## config.mk

```make
export PLATFORM = sky130hd
export DESIGN_NAME = mem_arbiter
export DESIGN_NICKNAME = d
export VERILOG_FILES = /design/src/rtl/mem_arb_pkg.sv /design/src/rtl/mem_arbiter_rr_arb2.sv /design/src/rtl/mem_arbiter.sv
export SDC_FILE = /design/constraint.sdc
export NUM_CORES = 1
export LEC_CHECK = 0
export ABC_AREA = 1
export CAP_MARGIN = 40
export CORE_AREA = 5 5 127 129
export CTS_CLUSTER_DIAMETER = 60
export DETAILED_ROUTE_END_ITERATION = 16
export DIE_AREA = 0 0 132 134
export DONT_BUFFER_PORTS = 1
export PLACE_DENSITY = 0.49
export SYNTH_ARGS = -nofsm -noshare
export SYNTH_HDL_FRONTEND = slang
export SYNTH_SLANG_ARGS = --single-unit
```

## constraint.sdc

```tcl
create_clock -name clk_i -period 1.7 [get_ports clk_i]
set_clock_uncertainty 0.2 [all_clocks]
set_input_delay 0.34 -clock clk_i [delete_from_list [all_inputs] [get_ports clk_i]]
set_output_delay 0.34 -clock clk_i [all_outputs]
set_load 0.02 [all_outputs]
```

## src/rtl/mem_arb_pkg.sv

```systemverilog
// Shared types and constants for the two-port memory arbiter.
package mem_arb_pkg;

    localparam int unsigned REQ_IFETCH = 0;
    localparam int unsigned REQ_DATA   = 1;

    typedef struct packed {
        logic        we;
        logic [31:0] addr;
        logic [31:0] wdata;
    } mem_req_t;

    typedef struct packed {
        logic [31:0] rdata;
        logic        err;
    } mem_resp_t;

    typedef enum logic {
        StEmpty,
        StFull
    } resp_state_e;

    // Word index beyond the configured memory depth.
    function automatic logic addr_out_of_range(input logic [31:0] addr,
                                               input int unsigned words);
        return {2'b00, addr[31:2]} >= words;
    endfunction

endpackage

```

## src/rtl/mem_arbiter_rr_arb2.sv

```systemverilog
// Two-way round-robin arbiter; the pointer remembers the last granted requester.
module rr_arb2 (
    input  logic       clk_i,
    input  logic       rst_ni,
    input  logic [1:0] eligible_i,
    output logic [1:0] grant_o
);

    logic last_q, last_d;

    always_comb begin
        grant_o = 2'b00;
        unique case (eligible_i)
            2'b01:   grant_o = 2'b01;
            2'b10:   grant_o = 2'b10;
            2'b11:   grant_o = last_q ? 2'b01 : 2'b10;
            default: grant_o = 2'b00;
        endcase

        // A grant is always an accept: eligibility already includes valid and room.
        last_d = last_q;
        if (grant_o[0]) begin
            last_d = 1'b0;
        end else if (grant_o[1]) begin
            last_d = 1'b1;
        end
    end

    always_ff @(posedge clk_i or negedge rst_ni) begin
        if (!rst_ni) begin
            last_q <= 1'b1;
        end else begin
            last_q <= last_d;
        end
    end

endmodule

```

## src/rtl/mem_arbiter.sv

```systemverilog
// Arbitrates instruction-fetch and data requesters onto one combinational memory port.
// Optional address range checking is enabled by defining MEM_ARB_RANGE_CHECK_EN.
module mem_arbiter
    import mem_arb_pkg::*;
#(
    parameter int unsigned MEMORY_WORDS = 65536,
    parameter int unsigned N_REQ        = 2
) (
    input  logic                    clk_i,
    input  logic                    rst_ni,
    input  logic [N_REQ-1:0]        req_valid_i,
    output logic [N_REQ-1:0]        req_ready_o,
    input  logic [N_REQ-1:0]        req_we_i,
    input  logic [N_REQ-1:0][31:0]  req_addr_i,
    input  logic [N_REQ-1:0][31:0]  req_wdata_i,
    output logic [N_REQ-1:0]        resp_valid_o,
    input  logic [N_REQ-1:0]        resp_ready_i,
    output logic [N_REQ-1:0][31:0]  resp_rdata_o,
    output logic [N_REQ-1:0]        resp_err_o,
    output logic [31:0]             mem_ra_o,
    input  logic [31:0]             mem_rd_i,
    output logic                    mem_we_o,
    output logic [31:0]             mem_wa_o,
    output logic [31:0]             mem_wd_o
);

    if (N_REQ != 2) begin : g_bad_n_req
        $error("mem_arbiter: N_REQ must be 2");
    end
    if (MEMORY_WORDS == 0) begin : g_bad_depth
        $error("mem_arbiter: MEMORY_WORDS must be non-zero");
    end

    mem_req_t    req      [N_REQ];
    resp_state_e state_q  [N_REQ];
    resp_state_e state_d  [N_REQ];
    mem_resp_t   resp_q   [N_REQ];
    mem_resp_t   resp_d   [N_REQ];

    logic [1:0]  eligible;
    logic [1:0]  grant;
    logic        any_grant;
    logic        gidx;
    mem_req_t    sel;
    logic        sel_err;
    mem_resp_t   new_resp;

    always_comb begin
        for (int i = 0; i < N_REQ; i++) begin
            req[i].we    = req_we_i[i];
            req[i].addr  = req_addr_i[i];
            req[i].wdata = req_wdata_i[i];
            // Gated by reset so nothing is granted (and no write issued) while in reset.
            eligible[i]  = rst_ni && req_valid_i[i] &&
                           ((state_q[i] == StEmpty) || resp_ready_i[i]);
        end
    end

    rr_arb2 u_rr_arb2 (
        .clk_i      (clk_i),
        .rst_ni     (rst_ni),
        .eligible_i (eligible),
        .grant_o    (grant)
    );

    assign req_ready_o = grant;
    assign any_grant   = grant[REQ_IFETCH] | grant[REQ_DATA];
    assign gidx        = grant[REQ_DATA];
    assign sel         = req[gidx];

`ifdef MEM_ARB_RANGE_CHECK_EN
    assign sel_err = any_grant && addr_out_of_range(sel.addr, MEMORY_WORDS);
`else
    assign sel_err = 1'b0;
`endif

    always_comb begin
        mem_ra_o = '0;
        mem_we_o = 1'b0;
        mem_wa_o = '0;
        mem_wd_o = '0;
        if (any_grant) begin
            if (sel.we) begin
                mem_we_o = !sel_err;
                mem_wa_o = sel.addr;
                mem_wd_o = sel.wdata;
            end else begin
                mem_ra_o = sel.addr;
            end
        end
        new_resp.rdata = (sel.we || sel_err) ? 32'd0 : mem_rd_i;
        new_resp.err   = sel_err;
    end

    // Per-requester response slot: an accept in the consume cycle refills without a bubble.
    always_comb begin
        for (int i = 0; i < N_REQ; i++) begin
            state_d[i] = state_q[i];
            resp_d[i]  = resp_q[i];
            unique case (state_q[i])
                StEmpty: begin
                    if (grant[i]) begin
                        state_d[i] = StFull;
                        resp_d[i]  = new_resp;
                    end
                end
                StFull: begin
                    if (grant[i]) begin
                        state_d[i] = StFull;
                        resp_d[i]  = new_resp;
                    end else if (resp_ready_i[i]) begin
                        state_d[i] = StEmpty;
                    end
                end
                default: state_d[i] = StEmpty;
            endcase
        end
    end

    always_ff @(posedge clk_i or negedge rst_ni) begin
        if (!rst_ni) begin
            for (int i = 0; i < N_REQ; i++) begin
                state_q[i] <= StEmpty;
                resp_q[i]  <= '0;
            end
        end else begin
            for (int i = 0; i < N_REQ; i++) begin
                state_q[i] <= state_d[i];
                resp_q[i]  <= resp_d[i];
            end
        end
    end

    always_comb begin
        for (int i = 0; i < N_REQ; i++) begin
            resp_valid_o[i] = (state_q[i] == StFull);
            resp_rdata_o[i] = resp_q[i].rdata;
            resp_err_o[i]   = resp_q[i].err;
        end
    end

endmodule

```

## After elaboration in Yosys (flattened, before gate mapping)

Cells that the tools add are included.

| word-level totals | value |
|---|---|
| logic and storage cells | 48 |
| output and inout bits | 167 |
| bits of input ports | 168 |
| register bits | 69 |

| operators by class | value |
|---|---|
| bitwise operators | 4 |
| reduce and logical (&&, ||, !) cells | 7 |
| order comparisons | 1 |
| equality and inequality tests | 3 |
| multiplexer cells | 26 |

Operators by type and width:

| cell | number |
|---|---|
| $mux 32 | 7 |
| $mux 65 | 3 |
| $mux 33 | 2 |
| $mux 1 | 10 |
| $pmux 2 s3 | 1 |
| $eq 2x2->1 const B | 2 |
| $logic_and 1x1->1 | 4 |
| $pmux 1 s2 | 2 |
| $eq 2x1->1 const B | 1 |
| $ge 2x2->1 const B | 1 |
| $logic_or 1x1->1 | 2 |
| $mux 2 | 1 |
| $not 1->1 | 2 |
| $not 1->2 | 1 |
| $reduce_bool 2->1 | 1 |
| $or 1x1->1 | 1 |

## Depth between registers and ports, before layout

| logic depth | value |
|---|---|
| depth in word-level cells | 11 |
| depth in mapped cells | 10 |
| depth with buffers taken out | 8 |

## By module

From an unflattened synthesis, not the netlist that was laid out.

| unflattened totals | value |
|---|---|
| cell total of the unflattened synthesis | 659 |
| area, all modules | 4,270.3 um^2 |

By module, submodules not included:

| module | area each (um^2) | times used | cells an instance |
|---|---|---|---|
| mem_arbiter | 4,204.0 | 1 | 648 |
| rr_arb2 | 66.3 | 1 | 11 |

## Worst setup path before layout

Ideal clock, no wire load.

| path | value |
|---|---|
| kind | register to output |
| start | reg state_q (netlist bit resp_valid_o[1]) |
| end | out mem_wd_o[10] |
| buffers on the path | 2 |
| setup slack | -0.435 ns |
| stages on the path, launching flop included | 11 |
| data required time | 1.160 ns |
| arrival | 1.595 ns |
| path through | dfrtp_1 -> inv_1 -> nor2_2 -> nor2_8 -> nand2_4 -> buf_4 -> buf_2 -> nand2_1 -> nand2_1 -> inv_1 -> nor2_1 |

| between the ends | value |
|---|---|
| word-level cells in the longest chain between the ends | 11 |
| elaborated cells on any way between the ends | 14 |
| those cells by class | eq/ne (3); mux (6); bitwise (3); reduce/logical (2) |

RTL lines:

| element | line | RTL |
|---|---|---|
| start: declaration | mem_arbiter.sv:35 | `resp_state_e state_q [N_REQ];` |
| start signal: indexed assignment | mem_arbiter.sv:123 | `state_q[i] <= StEmpty;` |
| start signal: indexed assignment | mem_arbiter.sv:128 | `state_q[i] <= state_d[i];` |
| $not 1->1 (*) | n/a |  |
| $logic_or 1x1->1 (*) | mem_arbiter.sv:55 | `((state_q[i] == StEmpty) \|\| resp_ready_i[i]);` |
| $logic_and 1x1->1 (*) | mem_arbiter.sv:54 | `eligible[i] = rst_ni && req_valid_i[i] &&` |
| $eq 2x2->1 or $eq 2x1->1 (tied branches) | mem_arbiter_rr_arb2.sv:13 | `unique case (eligible_i)` |
| $pmux 2 s3 (*) | mem_arbiter_rr_arb2.sv:13 |  |
| $not 1->2 (not written as such) | mem_arbiter.sv:69 | `assign sel = req[gidx];` |
| $mux 65 (not written as such) (3 in a row) | mem_arbiter.sv:69 |  |
| $mux 32 | mem_arbiter.sv:83 | `if (sel.we) begin` |
| $mux 32 (*) | mem_arbiter.sv:82 | `if (any_grant) begin` |
| end: declaration | mem_arbiter.sv:24 | `output logic [31:0] mem_wd_o` |

Mark *: on every way between the ends. The rest lies on a longest branch, timed or not. The select of a mux whose other input is x is not followed.

## Worst setup path after layout

| path | value |
|---|---|
| start | reg state_q (netlist bit resp_valid_o[1]) |
| end | out mem_wa_o[20] |

| between the ends | value |
|---|---|
| word-level cells in the longest chain between the ends | 11 |
| elaborated cells on any way between the ends | 14 |
| those cells by class | eq/ne (3); mux (6); bitwise (3); reduce/logical (2) |

RTL lines:

| element | line | RTL |
|---|---|---|
| $not 1->1 (*) | n/a |  |
| $logic_or 1x1->1 (*) | mem_arbiter.sv:55 |  |
| $logic_and 1x1->1 (*) | mem_arbiter.sv:54 |  |
| $eq 2x2->1 or $eq 2x1->1 (tied branches) | mem_arbiter_rr_arb2.sv:13 |  |
| $pmux 2 s3 (*) | mem_arbiter_rr_arb2.sv:13 |  |
| $not 1->2 (not written as such) | mem_arbiter.sv:69 |  |
| $mux 65 (not written as such) (3 in a row) | mem_arbiter.sv:69 |  |
| $mux 32 | mem_arbiter.sv:83 |  |
| $mux 32 (*) | mem_arbiter.sv:82 |  |
| end: declaration | mem_arbiter.sv:23 | `output logic [31:0] mem_wa_o,` |

Marks and branches as above.

==> run_summary.xml <==
<?xml version="1.0" encoding="UTF-8"?>
<metrics>
  <group name="outcome">
    <metric name="run_status" unit="">complete, but fails checks</metric>
    <metric name="violations" unit="">hold timing, setup timing</metric>
  </group>
  <group name="finish">
    <metric name="areaGrowthSynthToFinish" unit="%">54.45</metric>
    <metric name="multi_input_comb_area" unit="mm^2">0.002345</metric>
    <metric name="fin_nets" unit="">945</metric>
    <metric name="final-seq-area" unit="mm^2">0.001680</metric>
    <metric name="num-fill-cells" unit="">1530</metric>
    <metric name="post_layout_nonfiller_instances" unit="">972</metric>
    <metric name="final_layout_size_suffix_gt1_share" unit="%">27.37</metric>
  </group>
  <group name="clocking">
    <metric name="cts-buffers-inserted" unit="">9</metric>
    <metric name="tritoncts_clock_tree" unit="">built</metric>
    <metric name="cts.reportedPaths.clkPinSlew" unit="ps">60</metric>
    <metric name="numClockSinks" unit="">67</metric>
    <metric name="root_buffer" unit="">sky130_fd_sc_hd__clkbuf_16</metric>
    <metric name="worstSkewPairLatency" unit="ps">320</metric>
    <metric name="clk_path_buf_depth" unit="">2</metric>
    <metric name="htree_levels" unit="">3</metric>
    <metric name="ctsHoldBuffers" unit="">33</metric>
  </group>
  <group name="die">
    <metric name="chipWidth" unit="um">132</metric>
    <metric name="die_area" unit="mm^2">0.01769</metric>
    <metric name="core.rowCount" unit="">45</metric>
    <metric name="effective_utilization_at_floorplan" unit="%">27.97</metric>
    <metric name="die_h" unit="um">134</metric>
    <metric name="floorplan.io_pins" unit="">335</metric>
    <metric name="design.core.area" unit="mm^2">0.01492</metric>
  </group>
  <group name="placed_design">
    <metric name="dpl_worst_slack" unit="ps">-351.2</metric>
    <metric name="dpl.hpwl" unit="mm">12.88</metric>
    <metric name="finalWeightedCongestion" unit="">0.8230</metric>
    <metric name="place.detailed.instances" unit="">895</metric>
    <metric name="portBuffers" unit="">0</metric>
  </group>
  <group name="critical_path">
    <metric name="critical_path.endpoint_type" unit="">output port</metric>
    <metric name="worst_setup_path_start_kind" unit="">register</metric>
    <metric name="cp_data_arrival_time" unit="ps">1830</metric>
    <metric name="crit_chain" unit="">inv_2 -&gt; nor2_4 -&gt; nor2_8 -&gt; nand2_8 -&gt; nand2_4 -&gt; nand3_4 -&gt; buf_12 -&gt; nor2_1 -&gt; buf_4</metric>
    <metric name="critical-path-max-stage-delay" unit="ps">400</metric>
    <metric name="cp_slowest_cell" unit="">sky130_fd_sc_hd__dfrtp_2</metric>
    <metric name="cp_data_required_time" unit="ps">1160</metric>
    <metric name="worst-r2r-cell-count" unit="">12</metric>
    <metric name="criticalPathCategory" unit="">reg2out</metric>
    <metric name="critical_path_fanout_max" unit="">38</metric>
  </group>
  <group name="global_route">
    <metric name="grt_remaining_overflow" unit="">0</metric>
    <metric name="grt_pass1_wl" unit="mm">26.05</metric>
    <metric name="antenna_found_initial" unit="">2</metric>
    <metric name="globalRouteTotalUtil" unit="%">18.13</metric>
    <metric name="grt_start_max_net_pins" unit="">70</metric>
    <metric name="via_count_of_the_first_global_routing_pass" unit="">4621</metric>
  </group>
  <group name="power">
    <metric name="leakage" unit="nW">3.522</metric>
    <metric name="ir_drop" unit="mV">0.6031</metric>
    <metric name="pwr_density_cell" unit="mW/mm^2">954.0</metric>
  </group>
  <group name="sta">
    <metric name="setup_viol_count_final" unit="">158</metric>
    <metric name="fin_worst_hold_slack" unit="ps">-494.4</metric>
    <metric name="max_freq" unit="MHz">422.5</metric>
    <metric name="timing.final.ws_setup" unit="ps">-666.8</metric>
    <metric name="hold_viol" unit="">67</metric>
    <metric name="rsz0062_at_grt" unit="">yes</metric>
    <metric name="maxSlewViolCount" unit="">0</metric>
    <metric name="post-route-min-period" unit="ps">2367</metric>
    <metric name="final_worst_path_period_share" unit="%">139.2</metric>
  </group>
  <group name="drt">
    <metric name="drt_pass1_iterations" unit="">5</metric>
    <metric name="drcViolationCount" unit="">0</metric>
    <metric name="route.final.wire_length" unit="mm">17.28</metric>
    <metric name="route.detailed.wl_per_inst" unit="um">17.78</metric>
    <metric name="dr.first_iter.drc_count" unit="">261</metric>
    <metric name="viasPerCell" unit="">4.818</metric>
    <metric name="num_vias" unit="">4683</metric>
    <metric name="remaining_antenna_violation_count_after_routing" unit="">0</metric>
  </group>
  <group name="synthesis">
    <metric name="synth_area_leaders" unit="">sky130_fd_sc_hd__dfrtp_1 (40%), sky130_fd_sc_hd__nand2_1 (21%), sky130_fd_sc_hd__nand3_1 (12%), sky130_fd_sc_hd__nor2_1 (8.6%), sky130_fd_sc_hd__inv_1 (6.4%)</metric>
    <metric name="synth_area_per_cell" unit="um^2">6.361</metric>
    <metric name="yosys_warnings" unit="">0</metric>
    <metric name="synthDominantAreaCellType" unit="">sky130_fd_sc_hd__dfrtp_1</metric>
    <metric name="post_synth_num_cell_types" unit="">21</metric>
    <metric name="synthesis.area" unit="mm^2">0.004173</metric>
    <metric name="netlist.area_leader.share" unit="%">39.58</metric>
    <metric name="synthCells" unit="">656</metric>
    <metric name="ys_seq_elements" unit="">67</metric>
    <metric name="synth_sequential_area_ratio" unit="%">40.21</metric>
  </group>
  <group name="worst_hold_path">
    <metric name="min-delay-path-class" unit="">in2async</metric>
  </group>
  <group name="job">
    <metric name="drv.max_cap_violation_count" unit="">0</metric>
  </group>
</metrics>
## path summary, 6_finish.rpt
| check | startpoint | endpoint | slack, ps |
|---|---|---|---|
| max | resp_valid_o[1] | mem_wa_o[20] | -670 |
| min | rst_ni | resp_rdata_o[37] | -490 |
| max reg2reg | resp_valid_o[1] | resp_rdata_o[4] | -430 |
| min reg2reg | u_rr_arb2.last_q | u_rr_arb2.last_q | 390 |
| max in group asynchronous | rst_ni | u_rr_arb2.last_q | 1600 |
| min in group clk_i | req_valid_i[1] | u_rr_arb2.last_q | 180 |
## final cells by class
| cell class | count | share of cell area, % |
|---|---|---|
| Antenna cell | 2 | 0.07765 |
| Clock buffer | 11 | 3.611 |
| Clock inverter | 5 | 0.4659 |
| Inverter | 74 | 4.387 |
| Multi-Input combinational cell | 468 | 36.38 |
| Sequential cell | 67 | 26.07 |
| Tap cell | 188 | 3.650 |
| Timing Repair Buffer | 157 | 25.35 |
## layer usage
| metal | part of all wire, % | wire (um) | up-vias | global-route usage, % |
|---|---|---|---|---|
| li1 | - | - | 2247 | - |
| met1 | 36 | 6207 | 2194 | 20.17 |
| met2 | 53 | 9127 | 223 | 32.23 |
| met3 | 9.3 | 1604 | 19 | 6.264 |
| met4 | 2.0 | 344 | 0 | 6.286 |
| met5 | 0 | 0 | - | 0 |
## cells in the final DEF (no fill, tap or decap), types with 3 or more instances in the layout
master and instances:
sky130_fd_sc_hd__buf_4 86, sky130_fd_sc_hd__nor2_4 31, sky130_fd_sc_hd__nand3_1 87, sky130_fd_sc_hd__inv_2 7
sky130_fd_sc_hd__o21ai_1 29, sky130_fd_sc_hd__clkbuf_16 12, sky130_fd_sc_hd__dlygate4sd3_1 33, sky130_fd_sc_hd__buf_12 10
sky130_fd_sc_hd__clkinv_2 3, sky130_fd_sc_hd__inv_1 65, sky130_fd_sc_hd__nor2_2 5, sky130_fd_sc_hd__buf_6 16
sky130_fd_sc_hd__nand3_2 10, sky130_fd_sc_hd__nand2_2 9, sky130_fd_sc_hd__dfrtp_1 64, sky130_fd_sc_hd__nand2_1 222
sky130_fd_sc_hd__buf_8 4, sky130_fd_sc_hd__buf_16 4, sky130_fd_sc_hd__nor2_1 61
## worst max-delay path, delay by kind of cell, from the launching register on
family,cells,cell delay [ps]
flops,1,400
simple gates,6,630
buf+inv,3,440
## flip-flops by register name, indices dropped and copies added (netlist names)
register,flops
resp_rdata_o,64
resp_valid_o,2
u_rr_arb2.last_q,1
## Yosys cell counts
cell type,instances
sky130_fd_sc_hd__nor2_2,1
sky130_fd_sc_hd__clkinv_1,1
sky130_fd_sc_hd__dfstp_2,1
sky130_fd_sc_hd__clkbuf_1,5
sky130_fd_sc_hd__nand2_4,1
sky130_fd_sc_hd__buf_4,10
sky130_fd_sc_hd__conb_1,1
sky130_fd_sc_hd__o21ai_0,2
sky130_fd_sc_hd__inv_1,71
sky130_fd_sc_hd__nand2_2,1
sky130_fd_sc_hd__dfrtp_1,66
sky130_fd_sc_hd__nand2_1,232
sky130_fd_sc_hd__nor2_8,1
sky130_fd_sc_hd__o21ai_2,1
sky130_fd_sc_hd__nor2_1,96
sky130_fd_sc_hd__nand3_4,1
sky130_fd_sc_hd__inv_2,2
sky130_fd_sc_hd__buf_2,27
sky130_fd_sc_hd__nand3_1,98
sky130_fd_sc_hd__buf_1,6
sky130_fd_sc_hd__o21ai_1,32
## cell families after synthesis
| family | count (synthesis) | synth area share, % |
|---|---|---|
| AO/OA/AOI/OAI | 35 | 4.288 |
| buffers and inverters | 122 | 12.68 |
| flip-flops | 67 | 40.21 |
| other | 1 | 0.08987 |
| AND/OR/NAND/NOR | 431 | 42.73 |
## per-stage QoR
| step | util [%] | total power [mW] | area [um^2] | setup TNS (ps) | hold slack, ps |
|---|---|---|---|---|---|
| 2_1_floorplan | - | 3.577 | 4438 | -28450 | -155.6 |
| 3_3_place_gp | 35.06 | 4.099 | 5231 | -32390 | -153.3 |
| 3_5_place_dp | 35.06 | 4.135 | 5231 | -37540 | -153.6 |
| 4_1_cts | 41.52 | 6.122 | 6195 | -74160 | -513.5 |
| 5_1_grt | 43.20 | 6.492 | 6445 | -89090 | -518.1 |
| 6_report | 43.20 | 6.149 | 6445 | -71390 | -494.4 |
## repair_timing
action	in CTS	in global routing
endpoints found under the hold margin	132	67
buffers inserted	12	6
cloned	4	5
pin swaps	9	24
resized for setup	43	35
endpoints found under the setup margin	165	165
## power by group
| group | total, mW | switching, mW | internal [mW] | leakage (nW) |
|---|---|---|---|---|
| clock | 1.65 | 0.670 | 0.978 | 0.125 |
| combinational | 1.95 | 1.11 | 0.837 | 2.52 |
| sequential | 2.55 | 0.643 | 1.91 | 0.874 |
No activity file was read; power rests on OpenSTA's default activity.
